$ cat config.mk
export PLATFORM = sky130hd
export DESIGN_NAME = pipe_hazard_ctrl
export DESIGN_NICKNAME = d
export VERILOG_FILES = /design/src/rtl/pipe_hazard_ctrl.sv
export SDC_FILE = /design/constraint.sdc
export NUM_CORES = 1
export LEC_CHECK = 0
export BUFFER_PORTS_ARGS = -buffer_cell sky130_fd_sc_hd__buf_2
export CORE_UTILIZATION = 45
export CTS_CLUSTER_DIAMETER = 60
export CTS_CLUSTER_SIZE = 14
export DETAILED_ROUTE_END_ITERATION = 10
export PLACE_DENSITY = 0.71
export SLEW_MARGIN = 10
export SYNTH_ARGS = -nofsm -noshare
export SYNTH_HDL_FRONTEND = slang
export SYNTH_SLANG_ARGS = --single-unit
$ cat constraint.sdc
create_clock -name clk_i -period 4.1 [get_ports clk_i]
set_clock_uncertainty 0.05 [all_clocks]
set_input_delay 1.025 -clock clk_i [delete_from_list [all_inputs] [get_ports clk_i]]
set_output_delay 1.025 -clock clk_i [all_outputs]
set_load 0.05 [all_outputs]
$ cat src/rtl/pipe_hazard_ctrl.sv
// Hazard controller for a 5-stage in-order pipeline: load-use stall, redirect
// flush, EX-stage forwarding selects, ID same-cycle WB bypass and event counters.
module pipe_hazard_ctrl (
    input  logic        clk_i,
    input  logic        rst_i,
    input  logic        id_valid_i,
    input  logic [4:0]  id_rs1_i,
    input  logic [4:0]  id_rs2_i,
    input  logic        id_rs1_used_i,
    input  logic        id_rs2_used_i,
    input  logic [4:0]  id_wr_i,
    input  logic        id_rf_we_i,
    input  logic        id_is_load_i,
    input  logic        ex_redirect_i,
    output logic        stall_if_o,
    output logic        stall_id_o,
    output logic        flush_id_o,
    output logic        bubble_ex_o,
    output logic [1:0]  fwd_a_o,
    output logic [1:0]  fwd_b_o,
    output logic        id_byp_a_o,
    output logic        id_byp_b_o,
    output logic [31:0] stall_cnt_o,
    output logic [31:0] flush_cnt_o
);

    typedef struct packed {
        logic       valid;
        logic [4:0] wr;
        logic       we;
        logic       load;
    } slot_t;

    localparam logic [1:0] FWD_RD  = 2'b00;
    localparam logic [1:0] FWD_MEM = 2'b01;
    localparam logic [1:0] FWD_WB  = 2'b10;

    slot_t      ex_q, mem_q, wb_q;
    logic [4:0] ex_rs1_q, ex_rs2_q;
    logic       ex_rs1_used_q, ex_rs2_used_q;
    logic       load_use;

    // x0 is never a real destination, so it can never create a dependency.
    function automatic logic is_writing(input slot_t s);
        return s.valid && s.we && (s.wr != 5'd0);
    endfunction

    // A MEM-stage load has no data yet, so it is skipped and WB may match instead.
    function automatic logic [1:0] pick_fwd(input logic used, input logic [4:0] src,
                                            input slot_t m, input slot_t w);
        if (!used)
            return FWD_RD;
        if (is_writing(m) && !m.load && (m.wr == src))
            return FWD_MEM;
        if (is_writing(w) && (w.wr == src))
            return FWD_WB;
        return FWD_RD;
    endfunction

    always_comb begin
        // NOTE: every output gets a default first so no path through this block infers a latch.
        load_use    = 1'b0;
        stall_if_o  = 1'b0;
        stall_id_o  = 1'b0;
        flush_id_o  = 1'b0;
        bubble_ex_o = 1'b0;
        fwd_a_o     = FWD_RD;
        fwd_b_o     = FWD_RD;
        id_byp_a_o  = 1'b0;
        id_byp_b_o  = 1'b0;
        if (!rst_i) begin
            load_use = id_valid_i && is_writing(ex_q) && ex_q.load &&
                       ((id_rs1_used_i && (id_rs1_i == ex_q.wr)) ||
                        (id_rs2_used_i && (id_rs2_i == ex_q.wr)));
            // A redirect squashes the stalled instruction, so it wins over load-use.
            flush_id_o  = ex_redirect_i;
            stall_if_o  = load_use && !ex_redirect_i;
            stall_id_o  = load_use && !ex_redirect_i;
            bubble_ex_o = ex_redirect_i || load_use;
            if (ex_q.valid) begin
                fwd_a_o = pick_fwd(ex_rs1_used_q, ex_rs1_q, mem_q, wb_q);
                fwd_b_o = pick_fwd(ex_rs2_used_q, ex_rs2_q, mem_q, wb_q);
            end
            id_byp_a_o = is_writing(wb_q) && id_rs1_used_i && (wb_q.wr == id_rs1_i);
            id_byp_b_o = is_writing(wb_q) && id_rs2_used_i && (wb_q.wr == id_rs2_i);
        end
    end

    // NOTE: sequential state uses non-blocking assignments so the slot shift reads pre-edge values.
    always_ff @(posedge clk_i) begin
        if (rst_i) begin
            ex_q          <= '0;
            mem_q         <= '0;
            wb_q          <= '0;
            ex_rs1_q      <= '0;
            ex_rs2_q      <= '0;
            ex_rs1_used_q <= 1'b0;
            ex_rs2_used_q <= 1'b0;
            stall_cnt_o   <= '0;
            flush_cnt_o   <= '0;
        end else begin
            wb_q  <= mem_q;
            mem_q <= ex_q;
            if (bubble_ex_o) begin
                ex_q          <= '0;
                ex_rs1_q      <= '0;
                ex_rs2_q      <= '0;
                ex_rs1_used_q <= 1'b0;
                ex_rs2_used_q <= 1'b0;
            end else begin
                ex_q          <= '{valid: id_valid_i, wr: id_wr_i, we: id_rf_we_i, load: id_is_load_i};
                ex_rs1_q      <= id_rs1_i;
                ex_rs2_q      <= id_rs2_i;
                ex_rs1_used_q <= id_rs1_used_i;
                ex_rs2_used_q <= id_rs2_used_i;
            end
            if (stall_id_o && (stall_cnt_o != '1))
                stall_cnt_o <= stall_cnt_o + 32'd1;
            if (flush_id_o && (flush_cnt_o != '1))
                flush_cnt_o <= flush_cnt_o + 32'd1;
        end
    end

endmodule

== Yosys cells after proc, flatten, opt, wreduce, memory -nomap -nowiden ==
Cells that the tools add are included.

* Register bits: 99
* Word-level logic and storage cells: 105

* Eq/ne operators: 10
* Reduce and logical (&&, ||, !) cells: 31
* Mux-type cells: 45
* $add $sub $neg: 2

{| class="wikitable"
|+ Operator list
! cell !! number
|-
| 32-bit by 1-bit adder with 32-bit output (second input constant) || 2
|-
| 32-bit inequality test (second input constant) || 2
|-
| 5-bit equality test || 8
|-
| 2-bit two-way mux || 16
|-
| 1-bit two-way mux || 29
|-
| 1-bit logical AND || 23
|-
| 5-bit nonzero test || 3
|-
| 1-bit logical NOT || 2
|-
| 1-bit logical OR || 2
|-
| 2-bit OR reduction || 1
|}

== Depth between registers and ports, before layout ==
Gate-level depths: netlist of run 1.

* Depth in word-level cells: 17
* Depth in mapped cells: 8

== Worst setup path after synthesis of run 1 ==
OpenSTA, ideal clock, no wires.

* Path kind: input port to output port
* Start: input port rst_i
* End: output port fwd_a_o[1]
* Stages: 4
* Setup slack: 0.052 ns
* Arrival time: 2.973 ns
* Path through: nor2b_1 and3_1 nand4_1 nor4_1

* Longest elaborated chain between the ends: 1

{| class="wikitable"
|+ RTL lines
! item !! RTL line !! text
|-
| from (decl) || 5 || <nowiki>input logic rst_i,</nowiki>
|-
| 2-bit two-way mux || 71 || <nowiki>if (!rst_i) begin</nowiki>
|-
| to (decl) || 19 || <nowiki>output logic [1:0] fwd_a_o,</nowiki>
|}

Every way passes these cells.

== Worst setup path after layout of run 1 ==
* Start: input port id_rs1_i[0]
* End: output port bubble_ex_o

* Longest elaborated chain between the ends: 6

{| class="wikitable"
|+ RTL lines
! item !! RTL line !! text
|-
| from (decl) || 7 || <nowiki>input logic [4:0] id_rs1_i,</nowiki>
|-
| 5-bit equality test || 73 || <nowiki>((id_rs1_used_i && (id_rs1_i == ex_q.wr)) ||</nowiki>
|-
| 1-bit logical AND || 73 ||
|-
| 1-bit logical OR || 73 ||
|-
| 1-bit logical AND || 72 || <nowiki>load_use = id_valid_i && is_writing(ex_q) && ex_q.load &&</nowiki>
|-
| 1-bit logical OR || 79 || <nowiki>bubble_ex_o = ex_redirect_i || load_use;</nowiki>
|-
| 1-bit two-way mux || 71 ||
|-
| to (decl) || 18 || <nowiki>output logic bubble_ex_o,</nowiki>
|}

Every way passes these cells.

==> results of run 1 <==
[cells by family (layout without fill, tap and decap cells)]
kind of cell / Yosys count / count (layout) / synth area share (%)
buffers and inverters: 30 / 125 / 2.50
xor gates and xnor gates: 70 / 70 / 12.9
and+or+nand+nor: 291 / 291 / 34.4
adders and majority gates: 2 / 2 / 0.527
DFF: 99 / 99 / 41.7
AOI/OAI and AO/OA: 57 / 57 / 6.61
muxes: 6 / 6 / 1.40
[cells in the final DEF, fill, tap and decap left out, types with 10 or more instances in the layout]
cell type	instances
a21oi_1	24
and2_1	21
and3_1	16
buf_2	96
dfxtp_1	99
nand2_1	28
nand3_1	39
nand4_1	35
nor2_1	55
nor2b_1	24
nor3_1	13
nor4_1	10
o21ai_0	22
or3_1	23
xnor2_1	25
xor2_1	45
[per-stage QoR]
step	hold slack, ps	worst slack, ps
3_3_place_gp	402	635
6_report	402	621
3_5_place_dp	408	640
2_1_floorplan	380	51.5
5_1_grt	413	532
4_1_cts	413	629
[registers in the layout (all words and copies together), names as in the netlist]
signal	cells
ex_rs2_used_q	1
wb_q	7
ex_rs2_q	5
ex_q	8
mem_q	8
flush_cnt_o	32
stall_cnt_o	32
ex_rs1_q	5
ex_rs1_used_q	1
[power groups by stage]
stage / clock network [mW] / logic (mW) / registers (mW)
after floorplan: 0 / 0.0609 / 1.01
after global routing: 0.730 / 0.106 / 0.992
final: 0.675 / 0.0966 / 0.990
after CTS: 0.698 / 0.0971 / 0.990
after global placement: 0 / 0.0945 / 1.01
after detailed placement: 0 / 0.0963 / 1.01
[cell type report]
| cell class | count | area share (%) |
|---|---|---|
| Sequential cell | 99 | 35.6 |
| Inverter | 5 | 0.337 |
| Clock inverter | 5 | 1.39 |
| Timing Repair Buffer | 104 | 9.70 |
| Multi-Input combinational cell | 426 | 47.6 |
| Clock buffer | 11 | 2.36 |
| Tap cell | 136 | 3.05 |
[synthesized netlist by cell type, types with 3 or more instances]
master | instances | area share [%]
nand3_1 | 39 | 4.1
or4_1 | 7 | 1.1
o21ai_1 | 3 | 0.32
o21ai_0 | 22 | 2.3
nor2b_1 | 24 | 3.2
mux2_1 | 5 | 1.2
xnor2_1 | 25 | 4.6
and3_1 | 16 | 2.1
nor4_1 | 10 | 1.3
dfxtp_1 | 99 | 42
clkbuf_1 | 21 | 1.7
inv_1 | 5 | 0.39
a21oi_1 | 24 | 2.5
and2_1 | 21 | 2.8
xor2_1 | 45 | 8.3
and4_1 | 9 | 1.7
or3_1 | 23 | 3.0
nand2_1 | 28 | 2.2
nor2_1 | 55 | 4.3
nor3_1 | 13 | 1.4
nand4_1 | 35 | 4.6
[metal layers]
metal / GRT usage [%] / vias to the layer above / part of all wire [%] / wire [um]
met4: 10.3 / 0 / 2.5 / 289
met3: 3.24 / 19 / 5.0 / 593
met2: 35.7 / 125 / 47 / 5520
met5: 0 / - / 0 / 0
met1: 28.7 / 2062 / 46 / 5370
li1: - / 2145 / - / -
[how the worst min path moves through the flow]
stage                           to  depth (start not counted)
after global routing      mem_q[0]                          1
final                     mem_q[0]                          1
after floorplan           mem_q[1]                          1
after detailed placement  mem_q[0]                          1
after global placement     wb_q[1]                          1
after CTS                 mem_q[0]                          1
==> out/summary.txt, run 1 <==
Wire length per cell = 15.0 um
GRT Residual Overflow = 0
Post-synth EDFFs = 0
CP Capture Point = bubble_ex_o
Mapped Nets = 580
CTS tree = yes
Port Buffers = 96
Total routed wirelength = 11800 um
HPWL Detailed = 8450 um
FF+latch area = 0.00198 mm2
Largest net degree at the start of global routing = 43
Worst path depth = 8
DIE WIDTH = 105 um
Crit path buffers/inverters = 2
Yosys warning total = 0
Status = finished clean
Core area = 0.0103 mm2
Pleak = 2.28 nW
CP Class = primary input to primary output
Layout net count = 670
CP startpoint = id_rs1_i[0]
Gate power share = 5.5%
Max Cap Viol = 0
Final core utilization = 54.2%
Vias = 4351
Initial Util = 46.2%
Reg2Reg Depth = 8
H-tree levels = 3
Num rows = 37
Chip height = 105 um
Clock Power Share = 38.3%
Slew Limit Fails = 0
Internal power = 1.36 mW
Area of the die = 0.0110 mm2
Setup_tns = 0 ps
Final Hold Vio Count = 0
Initial antenna violation count = 0
Post-route design area = 0.00557 mm2
Antenna-violating nets left = 0
Number of global-route vias before repair = 3981
RSZ-0062 raised after global routing = false
Worst path required time = 3020 ps
Minimum clock period = 3480 ps
Vias/cell = 5.54
Area of the multi-input gates = 0.00265 mm2
Sequential power share = 56.2%
Hold wc startpoint = ex_q[0]
Slowest CP cell = buf_2
Number of synthesized register bits = 99
CP peak stage delay = 290 ps
R2R setup slack = 1490 ps
Root buffer cell = clkbuf_8
Crit path launch type = primary input
Worst vdd ir = 0.000173 V
Worst-Margin Slew = 928 ps
Total track usage = 22.0%
PwrDens = 316 mW/mm2
Yosys cell types = 42
Post-synth top flop = dfxtp_1
DRT Pass-1 Iters = 5
Sw frac = 23.0%
CTS max path bufs = 2
Syn Inst Count = 555
Share of the yosys chip area belonging to registers = 41.7%
Crit. End Element = primary output
Clock sinks = 99
Syn_area_per_cell = 8.56 um2
Area Growth Syn to Fin = 17.2%
CTS Hold Bufs = 0
Clock buffer count from CTS = 9
Reg2reg start = ex_q[2]
Layout cells sized above 1 = 19.4%
Clk slew on worst S/H paths = 100 ps
DRC viols = 0
Skew-Pair Late Insertion Delay = 370 ps
Fillers = 983
Syn Std Cell Area = 0.00475 mm2
CP Cell Sequence = buf_2 -> xnor2_1 -> nand4_1 -> o22ai_2 -> nor2b_1 -> nor2_1 -> nor2_1 -> buf_2
Fraction of registers with async set/reset = 0%
WP data arrival = 2400 ps
Antenna cells = 0
Total Power = 1.76 mW
# resized after CTS = 0
Final non-filler cell total = 786
Worst min path class = flop to flop
First-pass GRT wire length = 19500 um
Worst relative slew slack = 37.6%
Final setup vio count = 0
Crit Reg-Reg Endpoint = stall_cnt_o[13]
CP top delay family = simple AND/OR/NAND/NOR gates
CP max FO = 3
Iter 0 DRT Violations = 301
GPL Wtd Cong = 0.887
Placed cell area = 0.00536 mm2
Period utilisation layout = 84.8%
Ports = 97
Sw Pwr = 0.405 mW
F_max = 287 MHz
Placed Cells = 770
Post-CTS Setup Repair Bufs = 0
Power figures use the tool's default switching activity.
==> run 2, diff against run 1 <==
- PLACE_DENSITY: 0.71 -> 0.73
- clock period: 4.1 -> 3.17 ns (I/O delays scaled with it)
==> run 2 against run 1 <==
  * Utilization rose by 0.30 points
  * Non-clock buffer count rose by 4
  * Sequential power rose by 29%
  * Cell area rose by 0.56%
  * Sequential share of layout area fell by 0.20 points
  * Setup slack got worse by 510 ps
  * Critical path depth fell by 1
  * Critical endpoint is now fwd_a_o[1]
==> out/summary.txt, run 2 (synthesis gave the netlist of run 1 again) <==
Max Cap Viol = 0 (unchanged)
RSZ-0062 raised after global routing = false
Pleak = 2.30 nW (+0.66%)
Clk slew on worst S/H paths = 90 ps (about the same)
HPWL Detailed = 8700 um (+3.0%)
Chip height = 105 um (unchanged)
Most common cell after layout, fill and taps aside = dfxtp_1
CP Cell Sequence = or4_1 -> nor2_1 -> nor3_1 -> nand4_1 -> nor3_2 -> nor4_2 -> buf_2
Vias = 4418 (+1.5%)
Core area = 0.0103 mm2 (unchanged)
Total routed wirelength = 11900 um (+0.93%)
Crit path launch type = flop
Status = finished clean
DRT Pass-1 Iters = 5 (unchanged)
Metal3 WL = 682 um (+15%)
Worst relative slew slack = 45.5% (+7.9 points)
Crit. End Element = primary output
Root buffer cell = clkbuf_8
PwrDens = 400 mW/mm2 (+27%)
Final Hold Vio Count = 0 (unchanged)
Slew Limit Fails = 0 (unchanged)
Minimum clock period = 3060 ps
Clock buffer count from CTS = 9 (unchanged)
Num rows = 37 (unchanged)
Wire length per cell = 15.0 um (+0.42%)
Total track usage = 22.2% (+0.24 points)
Fillers = 978 (-0.51%)
Most frequent cells in the layout = dfxtp_1 (99), buf_2 (96), nor2_1 (55), xor2_1 (45), nand3_1 (39)
Worst path required time = 2330 ps (-690 ps)
Antenna-violating nets left = 0 (unchanged)
Skew-Pair Late Insertion Delay = 380 ps (about the same)
GPL Wtd Cong = 0.900 (+1.5%)
Worst-Margin Slew = 815 ps (-113 ps)
DRC viols = 0 (unchanged)
Number of global-route vias before repair = 4016 (+0.88%)
Setup_tns = 0 ps (unchanged)
CP peak stage delay = 520 ps (+230 ps)
Total Power = 2.24 mW (+27%)
Layout cells sized above 1 = 20.3% (+0.95 points)
Area Growth Syn to Fin = 17.9%
First-pass GRT wire length = 19500 um (+0.35%)
Antenna cells = 0 (unchanged)
CTS tree = yes
Worst min path class = flop to flop
FF+latch area = 0.00198 mm2 (unchanged)
Largest net degree at the start of global routing = 40 (-7.0%)
Ports = 97 (unchanged)
Vias/cell = 5.59 (+1.0%)
Iter 0 DRT Violations = 281 (-6.6%)
Met2 WL = 5720 um (+3.5%)
Initial Util = 46.2% (unchanged)
CP Class = flop to primary output
Slowest CP cell = or4_1
Top Registers = flush_cnt_o: 32 flops, stall_cnt_o: 32 flops
Top layer in use = met4
Layout net count = 674 (+0.60%)
Clock sinks = 99 (unchanged)
Final setup vio count = 0 (unchanged)
CTS max path bufs = 2 (unchanged)
WP data arrival = 2220 ps (-180 ps)
M1 wire length = 5220 um (-2.7%)
Area of the die = 0.0110 mm2 (unchanged)
GRT Residual Overflow = 0 (unchanged)
Period utilisation layout = 96.6%
DIE WIDTH = 105 um (unchanged)
Area of the multi-input gates = 0.00266 mm2 (+0.42%)
H-tree levels = 3 (unchanged)
F_max = 327 MHz
Worst vdd ir = 0.000197 V (+14%)
CP max FO = 4 (+1)
Initial antenna violation count = 0 (unchanged)
Port Buffers = 96 (unchanged)
-- run 2: changes by cell type in the layout (fill, tap and decap cells not counted) --
cell | before | now
nor4_1 | 10 | 9
bufinv_16 | 2 | 1
clkbuf_1 | 2 | 1
nor4_2 | 2 | 3
clkinvlp_4 | 1 | 2
clkinv_2 | 2 | 0
nor3_2 | 0 | 1
buf_4 | 8 | 12
inv_6 | 0 | 3
nor3_1 | 13 | 12
-- run 2: layer usage --
metal,vias to the layer above,track usage [%]
li1,2160,-
met1,2098,28.6
met2,139,36.5
met3,21,4.43
met4,0,8.75
met5,-,0
-- run 2: final timing paths --
kind	from	endpoint	slack [ps]	cells past startpoint
max	mem_q[3]	fwd_a_o[1]	110	7
min	mem_q[1]	wb_q[1]	410	1
max reg2reg	flush_cnt_o[9]	flush_cnt_o[1]	610	6
min reg2reg	mem_q[1]	wb_q[1]	410	1
-- run 2: critical path, delay by kind of cell, from the launching register on --
family	cells	cell delay [ps]
DFF	1	360
buffers and inverters	1	320
and+or+nand+nor	6	1160
-- run 2: layout make-up --
type                       count  area share, %
inverter                       5          0.335
sequential                    99           35.4
clock buffer                  10           2.28
clock inverter                 6           1.27
multi-input combinational    426           47.5
timing repair buffer         108           10.2
tap                          136           3.04
-- run 2: per-stage QoR --
step	util [%]	setup slack, ps	instance area (um2)	cells	hold WS [ps]
5_1_grt	54.5	17.1	5600	790	420
6_report	54.5	108	5600	790	414
2_1_floorplan	-	88.6	4760	555	380
3_3_place_gp	52.5	191	5400	774	398
4_1_cts	54.5	108	5600	790	414
3_5_place_dp	52.5	168	5400	774	401
-- run 2: repair_timing --
item,in CTS,in global routing
setup buffers,0,0
resized for setup,0,1
hold buffers,0,0
endpoints found under the setup margin,0,1
-- run 2: power by group --
part           total [mW]  switching (mW)  leakage, nW  internal (mW)
Clock               0.834           0.460       0.0939          0.374
Sequential           1.28          0.0200        0.802           1.26
Combinational       0.130          0.0766         1.40         0.0531
Total                2.24           0.557         2.30           1.69
==> run 3, diff against run 2 <==
- PLACE_DENSITY: 0.73 -> 0.78
==> run 3 against run 2 <==
  * Non-clock buffer count stayed put
  * First-iteration DRC count is 1.1% lower
  * Die area stayed put
  * Total power fell by 1.4%
  * Setup slack improved by 22 ps
  * Critical path depth did not move
  * Sequential power about the same
  * Sequential share of layout area rose by 0.13 points
  * Clock power decreased by 3.6%
  * Worst hold slack improved by 8.4 ps
  * Maximum frequency rose by 0.72%
  * Combinational power about the same
  * Largest cell class unchanged
  * Largest power group unchanged
==> out/summary.txt, run 3 (synthesis gave the netlist of run 1 again) <==
Wire length per cell = 14.9 um (-0.78%)
Crit. End Element = primary output
Skew-Pair Late Insertion Delay = 370 ps (about the same)
Most frequent cells in the layout = dfxtp_1 (99), buf_2 (95), nor2_1 (55), xor2_1 (45), nand3_1 (39)
First-pass GRT wire length = 19300 um (-0.92%)
Worst relative slew slack = 48.0% (+2.5 points)
Total routed wirelength = 11800 um (-1.0%)
H-tree levels = 3 (unchanged)
Status = finished clean
Most common cell after layout, fill and taps aside = dfxtp_1
Initial Util = 46.2% (unchanged)
Layout net count = 674 (unchanged)
Most frequent CP cell = nor3_1
Reg2Reg Depth = 6 (unchanged)
Pleak = 2.30 nW (-0.11%)
Antenna cells = 0 (unchanged)
Final setup vio count = 0 (unchanged)
Period utilisation layout = 95.9% (-0.69 points)
CTS Hold Bufs = 0 (unchanged)
Top layer in use = met4
Area Growth Syn to Fin = 17.5%
CP Cell Sequence = or4_1 -> nor2_1 -> nor3_1 -> nand4_1 -> nor3_1 -> nor4_2 -> buf_4
Reg2reg start = stall_cnt_o[4]
Top Registers = flush_cnt_o: 32 flops, stall_cnt_o: 32 flops
DIE WIDTH = 105 um (unchanged)
Clock buffer count from CTS = 9 (unchanged)
CTS max path bufs = 2 (unchanged)
Initial antenna violation count = 0 (unchanged)
Metal3 WL = 501 um (-27%)
Number of global-route vias before repair = 4045 (+0.72%)
RSZ-0062 raised after global routing = false
Worst-Margin Slew = 778 ps (-37.1 ps)
Worst min path class = flop to flop
WP data arrival = 2200 ps (-20 ps)
Slew Limit Fails = 0 (unchanged)
DRC viols = 0 (unchanged)
DRT Pass-1 Iters = 5 (unchanged)
Area of the die = 0.0110 mm2 (unchanged)
Layout cells sized above 1 = 19.9% (-0.40 points)
Num rows = 37 (unchanged)
Total track usage = 21.9% (-0.31 points)
Vias = 4382 (-0.81%)
R2R setup slack = 670 ps (+60 ps)
Worst path required time = 2330 ps (about the same)
Minimum clock period = 3040 ps (-21.8 ps)
Final Hold Vio Count = 0 (unchanged)
GPL Wtd Cong = 0.902 (+0.26%)
Port Buffers = 96 (unchanged)
PwrDens = 396 mW/mm2 (-1.0%)
Worst vdd ir = 0.000161 V (-18%)
Worst hold path endpoint = wb_q[1]
CP startpoint = mem_q[3]
Clk slew on worst S/H paths = 90 ps (about the same)
Ports = 97 (unchanged)
Hold wc startpoint = mem_q[1]
Root buffer cell = clkbuf_8
Post-route design area = 0.00558 mm2 (-0.36%)
M1 wire length = 5350 um (+2.5%)
Vias/cell = 5.56 (-0.56%)
Met2 WL = 5610 um (-1.9%)
CP max FO = 4 (unchanged)
Max Cap Viol = 0 (unchanged)
Setup_tns = 0 ps (unchanged)
Placed cell area = 0.00540 mm2 (unchanged)
F_max = 329 MHz (+0.72%)
Slowest CP cell = or4_1
Crit path launch type = flop
CP peak stage delay = 530 ps (about the same)
Clock sinks = 99 (unchanged)
CTS tree = yes
GRT Residual Overflow = 0 (unchanged)
CP Class = flop to primary output
Chip height = 105 um (unchanged)
Iter 0 DRT Violations = 278 (-1.1%)
Core area = 0.0103 mm2 (unchanged)
Largest net degree at the start of global routing = 35 (-13%)
Antenna-violating nets left = 0 (unchanged)
Hold Crit Depth = 1 (unchanged)
Crit path buffers/inverters = 1 (unchanged)
HPWL Detailed = 8480 um (-2.5%)
CP top delay family = simple AND/OR/NAND/NOR gates
Crit Reg-Reg Endpoint = stall_cnt_o[30]
## run 3: where the power goes
| part | total, mW | switching [mW] | internal (mW) |
|---|---|---|---|
| sequential | 1.28 | 0.0197 | 1.26 |
| combinational | 0.129 | 0.0760 | 0.0529 |
| clock | 0.804 | 0.427 | 0.376 |
| total | 2.21 | 0.523 | 1.69 |
## run 3: per-layer routing
layer  vias up  global-route usage [%]
met4         0                    10.5
li1       2146                       -
met1      2095                    28.4
met5         -                       0
met2       116                    35.7
met3        25                    3.31
## run 3: how the worst max path moves through the flow
stage,endpoint,depth (start not counted)
detailed placement,stall_if_o,7
global placement,stall_if_o,7
global route,fwd_a_o[0],7
finish,fwd_a_o[1],7
CTS,fwd_a_o[1],7
floorplan,bubble_ex_o,6
## run 3: worst reg2reg max path: stages, from the launching register on
cell     delay [ps]
dfxtp_1         450
nand4_2         190
or4_4           620
nor4_4          200
nand2_1         130
or4_1           420
mux2_1          320
## run 3: timing repair
action,CTS,global route
hold endpoints to repair,0,0
resized for setup,0,2
buffers inserted,0,0
setup endpoints to repair,0,1
## run 3: area by class of cell
class | count | area [um2]
tap | 136 | 170
clock inverter | 3 | 40.0
multi-input combinational | 426 | 2660
clock buffer | 11 | 141
fill | 981 | 4690
sequential | 99 | 1980
inverter | 5 | 18.8
timing repair buffer | 108 | 573
## run 3: per-stage QoR
step           std cells  utilization, %  hold WS [ps]  power, mW  setup WS, ps
3_5_place_dp         774            52.5           410       1.44           257
4_1_cts              788            54.3           423       2.22          76.8
6_report             788            54.3           422       2.21           130
3_3_place_gp         774            52.5           404       1.43           277
5_1_grt              788            54.3           433       2.29          19.6
2_1_floorplan        555               -           380       1.39          88.6
